===== src/rtl/forward_hazard_unit.sv =====
// Operand-forwarding select and load-use stall detection over FWD_DEPTH in-flight stages.
// Optional HAZARD_PERF_EN adds a saturating load-use stall cycle counter (stallCount).
module forward_hazard_unit #(
    parameter int NUM_SRC    = 2,
    parameter int REG_ADDR_W = 5,
    parameter int FWD_DEPTH  = 3,
    parameter int LOAD_LAT   = 1,
    parameter int SEL_W      = $clog2(FWD_DEPTH + 1)
) (
    input  logic                          clk,
    input  logic                          reset,
    input  logic                          issueValid,
    input  logic [REG_ADDR_W-1:0]         issueRd,
    input  logic                          issueWritesRd,
    input  logic                          issueIsLoad,
    input  logic [NUM_SRC*REG_ADDR_W-1:0] srcAddr,
    input  logic [NUM_SRC-1:0]            srcUsed,
    input  logic                          flush,
    input  logic                          stallExt,
    output logic [NUM_SRC*SEL_W-1:0]      fwdSel,
    output logic                          stallD
`ifdef HAZARD_PERF_EN
    ,
    output logic [31:0]                   stallCount
`endif
);

    logic                  ent_valid   [1:FWD_DEPTH];
    logic [REG_ADDR_W-1:0] ent_rd      [1:FWD_DEPTH];
    logic                  ent_load    [1:FWD_DEPTH];
    logic                  ent_writing [1:FWD_DEPTH];

    logic [NUM_SRC-1:0]    src_stall;
    logic [SEL_W-1:0]      sel;
    logic                  hit_early_load;
    logic                  issue_accept;

    // x0 is hardwired, so an entry targeting it never forwards
    always_comb begin
        for (int k = 1; k <= FWD_DEPTH; k++) begin
            ent_writing[k] = ent_valid[k] && (ent_rd[k] != '0);
        end
    end

    // Scan oldest to youngest so the youngest match overwrites older ones
    always_comb begin
        fwdSel         = '0;
        src_stall      = '0;
        sel            = '0;
        hit_early_load = 1'b0;
        for (int i = 0; i < NUM_SRC; i++) begin
            sel            = '0;
            hit_early_load = 1'b0;
            for (int k = FWD_DEPTH; k >= 1; k--) begin
                if (srcUsed[i] && ent_writing[k] &&
                    (ent_rd[k] == srcAddr[i*REG_ADDR_W +: REG_ADDR_W])) begin
                    sel            = SEL_W'(k);
                    hit_early_load = ent_load[k] && (k < 1 + LOAD_LAT);
                end
            end
            fwdSel[i*SEL_W +: SEL_W] = sel;
            src_stall[i]             = hit_early_load;
        end
    end

    assign stallD       = issueValid && (|src_stall);
    assign issue_accept = issueValid && issueWritesRd && !stallD && !flush;

    always_ff @(posedge clk or negedge reset) begin
        if (!reset) begin
            for (int k = 1; k <= FWD_DEPTH; k++) begin
                ent_valid[k] <= 1'b0;
                ent_rd[k]    <= '0;
                ent_load[k]  <= 1'b0;
            end
        end else if (!stallExt) begin
            for (int k = FWD_DEPTH; k >= 2; k--) begin
                ent_valid[k] <= ent_valid[k-1];
                ent_rd[k]    <= ent_rd[k-1];
                ent_load[k]  <= ent_load[k-1];
            end
            ent_valid[1] <= issue_accept;
            ent_rd[1]    <= issueRd;
            ent_load[1]  <= issueIsLoad;
        end
    end

`ifdef HAZARD_PERF_EN
    always_ff @(posedge clk or negedge reset) begin
        if (!reset) begin
            stallCount <= '0;
        end else if (stallD && !stallExt && (stallCount != 32'hFFFF_FFFF)) begin
            stallCount <= stallCount + 32'd1;
        end
    end
`endif

endmodule


===== config.mk =====
export PLATFORM = sky130hd
export DESIGN_NAME = forward_hazard_unit
export DESIGN_NICKNAME = d
export VERILOG_FILES = /design/src/rtl/forward_hazard_unit.sv
export SDC_FILE = /design/constraint.sdc
export NUM_CORES = 1
export LEC_CHECK = 0
export CORE_UTILIZATION = 43
export CTS_CLUSTER_DIAMETER = 50
export DETAILED_ROUTE_END_ITERATION = 8
export GPL_TIMING_DRIVEN = 0
export PLACE_DENSITY = 0.82
export SLEW_MARGIN = 20
export SYNTH_ARGS = -nofsm -noshare
export SYNTH_HDL_FRONTEND = slang
export SYNTH_SLANG_ARGS = --single-unit

===== constraint.sdc =====
create_clock -name clk -period 1.6 [get_ports clk]
set_input_delay 0.24 -clock clk [delete_from_list [all_inputs] [get_ports clk]]
set_output_delay 0.24 -clock clk [all_outputs]
set_load 0.05 [all_outputs]

==> flow_summary.toml, run 1 <==
[routing]
antenna_left = 0
drt_iter0_drc = 6
first_pass_iters = 4
wire_per_inst_um = 17.0
vias = 973
vias_per_cell = 5.47
finalWirelength_mm = 3.03
route.detailed.drc = 0

[sta]
rsz0062_at_grt = "true"
min_period_ps = 2250
finalWorstSetupSlack_ps = -653
min_period_over_period_pct = 141
tns_ps = -3290
maxSlewViolCount = 0
fin_skew_ps = 4.53
tightestPinTransition_ps = 838
final-setup-viol-count = 6
clock.fmax_ghz = 0.444
hold_viol_final = 0
maxSlewHeadroom_pct = 43.9
whs_ps = 379

[logic_synthesis]
synth_ff_type = "dfrtp_1"
syn_area_per_cell_um2 = 11.2
synth-async-reset-ratio_pct = 100
yosysSeqAreaShare_pct = 40.8
yosysUniqueCellTypes = 20
syn_inst = 104
synth_area_um2 = 1160
synth_edf_count = 0
synth-seq-cells = 19
syn-num-nets = 128
yosys_warnings = 0

[clocking]
cts_tree = "done"
cts_max_level = 1
clkSinkCount = 19
clk_latency_ps = 320
cts_root_buf = "clkbuf_4"
clk_path_buf_depth = 2
clkSlewWorstSetupHoldPaths_ps = 120
cts_inserted_buffers = 3

[setup_path]
cp_slowest_cell = "or4_4"
r2r_setup_slack_ps = -240
r2r_end = "ent_valid[2]"
reg2reg_depth = 6
crit_type = "reg -> out"
start_kind = "flop"
crit_chain = "or4_4 -> o21ai_4 -> nor2_2 -> a31oi_2 -> nor2_4 -> buf_6"
cp-end-kind = "output port"
r2r_start = "ent_rd[11]"
required_ps = 1360
critPathArrivalTime_ps = 2010
cp_slowest_stage_delay_ps = 550
worstPathMaxFanout = 2

[placement]
dp.cells = 161
place.port_buffers = 27
dp_hpwl_mm = 2.05
gp_congestion = 0.791

[power_and_ir_drop]
power.density_nw_per_um2 = 792
switching_power_mw = 0.457
irDropWorstVdd_mv = 0.712
finalPower_mw = 1.37
p_sw_share_pct = 33.4
clkPwrFrac_pct = 20.0
power_frac_comb_pct = 33.3
p_leak_nw = 0.641
seqPwrFrac_pct = 46.7
power.internal_mw = 0.909

[floorplanning]
initial_core_util_pct = 46.2
dieArea_um2 = 2920
io_pins = 29
die_y_um = 54.0
placementRows = 18
die_width_um = 54.0
core_area_um2 = 2520

[cells_and_area]
fillCellCount = 191
antennaDiodeCount = 0
fin_cells = 178
drive_gt1_share_pct = 43.2
final_util_pct = 68.4
syn_to_final_growth_pct = 48.0
fin_nets = 173

[status]
violations = "negative setup slack"
status = "complete, but fails checks"

[grt]
antenna_found_initial = 0
track_usage_pct = 23.1
overflow = 0
grt_max_degree = 20
grt_pass1_wl_mm = 4.51
grt_pass1_vias = 957

[worst_hold_path]
holdCritPathClass = "in -> async"

[run]
cap_violations = 0
-- layout by cell type, fill, tap and decap left out, types with 4 or more instances in the layout --
cell type | Yosys | layout
xnor2_1 | 22 | 22
clkdlybuf4s50_1 | 0 | 22
mux2_2 | 18 | 18
dfrtp_1 | 19 | 14
buf_4 | 0 | 12
xor2_1 | 8 | 8
buf_6 | 0 | 6
nand2_1 | 5 | 5
dfrtp_2 | 0 | 5
nand4_1 | 4 | 4
nand3_1 | 4 | 4
-- worst max-delay path by stage --
stage | startpoint | endpoint | slack (ps)
2_1_floorplan | ent_rd[13] | ent_valid[2] | -280
3_3_place_gp | srcAddr[9] | fwdSel[2] | -1230
3_5_place_dp | srcAddr[9] | fwdSel[2] | -1250
4_1_cts | ent_rd[10] | stallD | -650
5_1_grt | ent_rd[13] | stallD | -720
6_report | ent_rd[8] | fwdSel[3] | -650
-- layout make-up --
type,instances,area (um2),share of cell area [%]
multi-input combinational,83,790,45.8
sequential,19,482,27.9
timing repair buffer,40,378,21.9
tap,30,37.5,2.18
clock buffer,3,22.5,1.31
clock inverter,1,7.51,0.435
buffer,2,7.51,0.435
-- metal layers --
metal / GRT usage, % / vias up / wire length (um) / part of all wire, %
li1: - / 458 / - / -
met1: 28.6 / 483 / 1310 / 43
met2: 38.1 / 27 / 1520 / 50
met3: 6.21 / 5 / 163 / 5.4
met4: 8.97 / 0 / 43 / 1.4
met5: 0 / - / 0 / 0
-- timing repair --
| action | in CTS | in global routing |
|---|---|---|
| pin swaps | 14 | 10 |
| endpoints found under the setup margin | 6 | 6 |
| hold buffers | 0 | 0 |
| setup buffers | 10 | 3 |
| gates resized for setup | 54 | 1 |
-- registers in the layout, indices dropped and copies added (netlist names) --
signal / cells
ent_rd: 15
ent_valid: 3
ent_load: 1
-- critical path, delay by kind of cell, from the launching register on --
| family | cells | cell delay (ps) |
|---|---|---|
| simple gates | 3 | 690 |
| compound gates | 2 | 440 |
| flops | 1 | 410 |
| buf+inv | 1 | 150 |
-- power groups by stage --
| stage | Clock [mW] | Sequential (mW) | Combinational [mW] |
|---|---|---|---|
| 2_1_floorplan | 0 | 0.623 | 0.228 |
| 3_3_place_gp | 0 | 0.653 | 0.323 |
| 3_5_place_dp | 0 | 0.657 | 0.335 |
| 4_1_cts | 0.275 | 0.633 | 0.442 |
| 5_1_grt | 0.304 | 0.643 | 0.493 |
| 6_report | 0.273 | 0.637 | 0.456 |
-- logic make-up (layout without fill, tap and decap cells) --
| family | Yosys count | after routing | share of synthesized area, % |
|---|---|---|---|
| AOI/OAI and AO/OA | 9 | 9 | 6.98 |
| xor gates and xnor gates | 30 | 30 | 22.6 |
| buffers and inverters | 2 | 46 | 0.645 |
| DFF | 19 | 19 | 40.8 |
| muxes | 18 | 18 | 17.4 |
| and+or+nand+nor | 26 | 26 | 11.6 |
-- synth_stat cells, types with 2 or more instances --
cell type / count / area, um2
clkbuf_1: 2 / 7.51
nand2_1: 5 / 18.8
o21ai_0: 2 / 10.0
nand3_1: 4 / 20.0
nor4_1: 2 / 12.5
nor3_1: 2 / 10.0
dfrtp_1: 19 / 475
or4_1: 2 / 15.0
a31oi_1: 2 / 12.5
nor2_1: 6 / 22.5
nand4_1: 4 / 25.0
xor2_1: 8 / 70.1
mux2_2: 18 / 203
xnor2_1: 22 / 193
-- metrics by stage --
stage / setup WS, ps / area [um2]
final: -653 / 1720
after global routing: -716 / 1720
after CTS: -653 / 1700
after detailed placement: -1250 / 1510
after global placement: -1230 / 1510
after floorplan: -282 / 1200
Power figures use the tool's default switching activity.
==> inputs of run 2 (changes only) <==
--- a/config.mk
+++ b/config.mk
@@ -5,11 +5,12 @@
 export SDC_FILE = /design/constraint.sdc
 export NUM_CORES = 1
 export LEC_CHECK = 0
-export CORE_UTILIZATION = 43
+export ABC_AREA = 1
+export CORE_UTILIZATION = 45
 export CTS_CLUSTER_DIAMETER = 50
 export DETAILED_ROUTE_END_ITERATION = 8
 export GPL_TIMING_DRIVEN = 0
-export PLACE_DENSITY = 0.82
+export PLACE_DENSITY = 0.76
 export SLEW_MARGIN = 20
 export SYNTH_ARGS = -nofsm -noshare
 export SYNTH_HDL_FRONTEND = slang
==> run 2 against run 1 <==
The flow still finishes with violations (negative setup slack). First-iteration DRC count rose to 13 times the previous value. Sequential share of layout area down 1.3 points. Final cell count up 54%. Critical path type unchanged. Critical endpoint is now stallD. Hold slack worse by 140 ps. Area after synthesis up 13%. Sequential power down 6.3%. Sequential cell count unchanged. Clock power down 4%. Synthesized cell count up 97%. Global-route usage up 0.17 points. Maximum frequency up 21%. Combinational power down 15%.
==> flow_summary.toml, run 2 <==
[floorplanning]
die_y_um = 56.1
core_area_um2 = 2760
die_width_um = 56.1
initial_core_util_pct = 47.8
placementRows = 19
dieArea_um2 = 3150
io_pins = 29

[placement]
gp_congestion = 0.845
pre_cts_slack_ps = -993
placed_area_um2 = 1640
dp_hpwl_mm = 2.54
place.port_buffers = 27
dp.cells = 263

[routing]
dr.max_layer_used = "met4"
wire_per_inst_um = 12.2
route.detailed.drc = 0
route.met3.wl_um = 165
vias_per_cell = 5.18
finalWirelength_mm = 3.34
wl_met1_mm = 1.47
first_pass_iters = 4
wl_met2_mm = 1.62
vias = 1418
drt_iter0_drc = 80
antenna_left = 0

[logic_synthesis]
yosys_warnings = 0
synth_top_area_share_pct = 36.1
syn-num-nets = 229
syn_area_per_cell_um2 = 6.43
synth_compound_area_share_pct = 10.8
synth.area.top_cells = "dfrtp_1, nand2_1, inv_1"
yosysSeqAreaShare_pct = 36.1
ys_top_cells_by_count = "nand2_1, inv_1, nor2_1"
synth-simple-area-share_pct = 34.9
yosys.area_share.xor_xnor_pct = 5.98
synthAdderAreaFrac_pct = 0
synth_edf_count = 0
synth_top_family_by_area = "simple AND/OR/NAND/NOR gates"
synthMuxAreaShare_pct = 0.854
synth_area_um2 = 1320
synth-seq-cells = 19
synth-async-reset-ratio_pct = 100
syn_inst = 205
synth_top_area_cell = "dfrtp_1"
synth_most_common_cell = "nand2_1"
yosysUniqueCellTypes = 20
synth_ff_type = "dfrtp_1"

[sta]
tightestPinTransition_ps = 884
clock.fmax_ghz = 0.537
hold_viol_final = 0
min_period_over_period_pct = 116
whs_ps = 236
maxSlewHeadroom_pct = 40.9
min_period_ps = 1860
rsz0062_at_grt = "true"
fin_skew_ps = 13.6
tns_ps = -1190
maxSlewViolCount = 0
final-setup-viol-count = 5
finalWorstSetupSlack_ps = -263

[setup_path]
r2r_end = "ent_valid[2]"
crit_cells = 8
cp_slowest_stage_delay_ps = 440
path_delay_family = "simple AND/OR/NAND/NOR gates"
crit_chain = "inv_1 -> nor2_1 -> nor3_2 -> nand3_2 -> nand2_2 -> nand2_2 -> inv_2 -> buf_8"
path_common_cell = "nand2_2"
worstPathMaxFanout = 4
start_kind = "flop"
critPathArrivalTime_ps = 1620
r2r_setup_slack_ps = 280
crit_type = "reg -> out"
reg2reg_depth = 8
crit_start = "ent_rd[10]"
cp_slowest_cell = "dfrtp_1"
required_ps = 1360
r2r_start = "ent_rd[10]"
endpoint = "stallD"
cp_num_buf_inv = 3
cp-end-kind = "output port"

[cells_and_area]
postLayoutCellArea_um2 = 1800
drive_gt1_share_pct = 21.0
fillCellCount = 266
antennaDiodeCount = 0
fin_cells = 274
reg.largest.list = "ent_rd (15), ent_valid (3), ent_load (1)"
most-common-layout-cells = "nand2_1, inv_1, nor2_1"
syn_to_final_growth_pct = 36.3
final_util_pct = 65.2
fin_nets = 268
regMostFlops = "ent_rd"
final_common_cell = "nand2_1"
largest_register_ffs = 15

[clocking]
clkSlewWorstSetupHoldPaths_ps = 130
cts_inserted_buffers = 3
cts_max_level = 1
clk_path_buf_depth = 2
cts_root_buf = "clkbuf_4"
clkSinkCount = 19
cts_tree = "done"
clk_latency_ps = 310

[grt]
overflow = 0
grt_max_degree = 20
grt_pass1_vias = 1365
track_usage_pct = 23.3
antenna_found_initial = 0
grt_pass1_wl_mm = 5.78

[power_and_ir_drop]
power.density_nw_per_um2 = 692
irDropWorstVdd_mv = 0.657
p_leak_nw = 0.929
finalPower_mw = 1.24

[worst_hold_path]
holdCritPathClass = "in -> reg"

[status]
status = "complete, but fails checks"
violations = "negative setup slack"

[run]
cap_violations = 0
run 2: changes by cell type in the layout (fill, tap and decap cells not counted), sizes merged, moves of 10 or more:
cell / previous run / this run
nor2: 6 / 21
clkdlybuf4s50: 22 / 12
mux2: 18 / 1
inv: 0 / 33
xnor2: 22 / 7
nand2: 5 / 71
a21oi: 0 / 11
run 2: layout make-up:
class,instances,area (um2),area share [%]
tap,31,38.8,2.16
clock buffer,3,22.5,1.25
clock inverter,1,5.00,0.278
buffer,4,26.3,1.46
sequential,19,479,26.7
timing repair buffer,34,332,18.4
inverter,33,124,6.89
multi-input combinational,149,771,42.9
run 2: metal layers:
metal  global-route usage (%)  up-vias
met1                     30.3      644
li1                         -      719
met4                     8.01        0
met2                     39.6       45
met3                     3.26       10
met5                        0        -
run 2: power by group:
| group | total, mW | leakage [nW] | switching [mW] | internal (mW) |
|---|---|---|---|---|
| registers | 0.597 | 0.222 | 0.0641 | 0.532 |
| logic | 0.387 | 0.689 | 0.212 | 0.175 |
| clock network | 0.261 | 0.0177 | 0.168 | 0.0933 |
run 2: cells by family after synthesis:
| kind of cell | Yosys count |
|---|---|
| XOR/XNOR | 9 |
| flip-flops | 19 |
| buffers and inverters | 37 |
| multiplexers | 1 |
| AO/OA/AOI/OAI | 26 |
| AND/OR/NAND/NOR | 113 |
run 2: worst min-delay path, delay by kind of cell:
| kind | cells | cell delay, ps |
|---|---|---|
| buffers and inverters | 1 | 150 |
| and+or+nand+nor | 1 | 90 |
| AOI/OAI and AO/OA | 1 | 40 |
run 2: worst min-delay path by stage:
stage                            start            to  slack [ps]  cells past startpoint
after floorplan                  reset   ent_load[2]         -60                      0
after global placement    ent_valid[0]  ent_valid[0]         490                      2
after detailed placement   ent_load[2]   ent_load[2]         500                      1
after CTS                     stallExt  ent_valid[1]         240                      3
after global routing          stallExt  ent_valid[1]         250                      3
final                         stallExt  ent_valid[1]         240                      3
run 2: repair_timing:
action                     in CTS  in global routing
gates resized for setup        59                 13
hold endpoints to repair        0                  0
setup endpoints to repair       5                  5
pin swaps                      10                  7
setup buffers                   2                  5
hold buffers                    0                  0
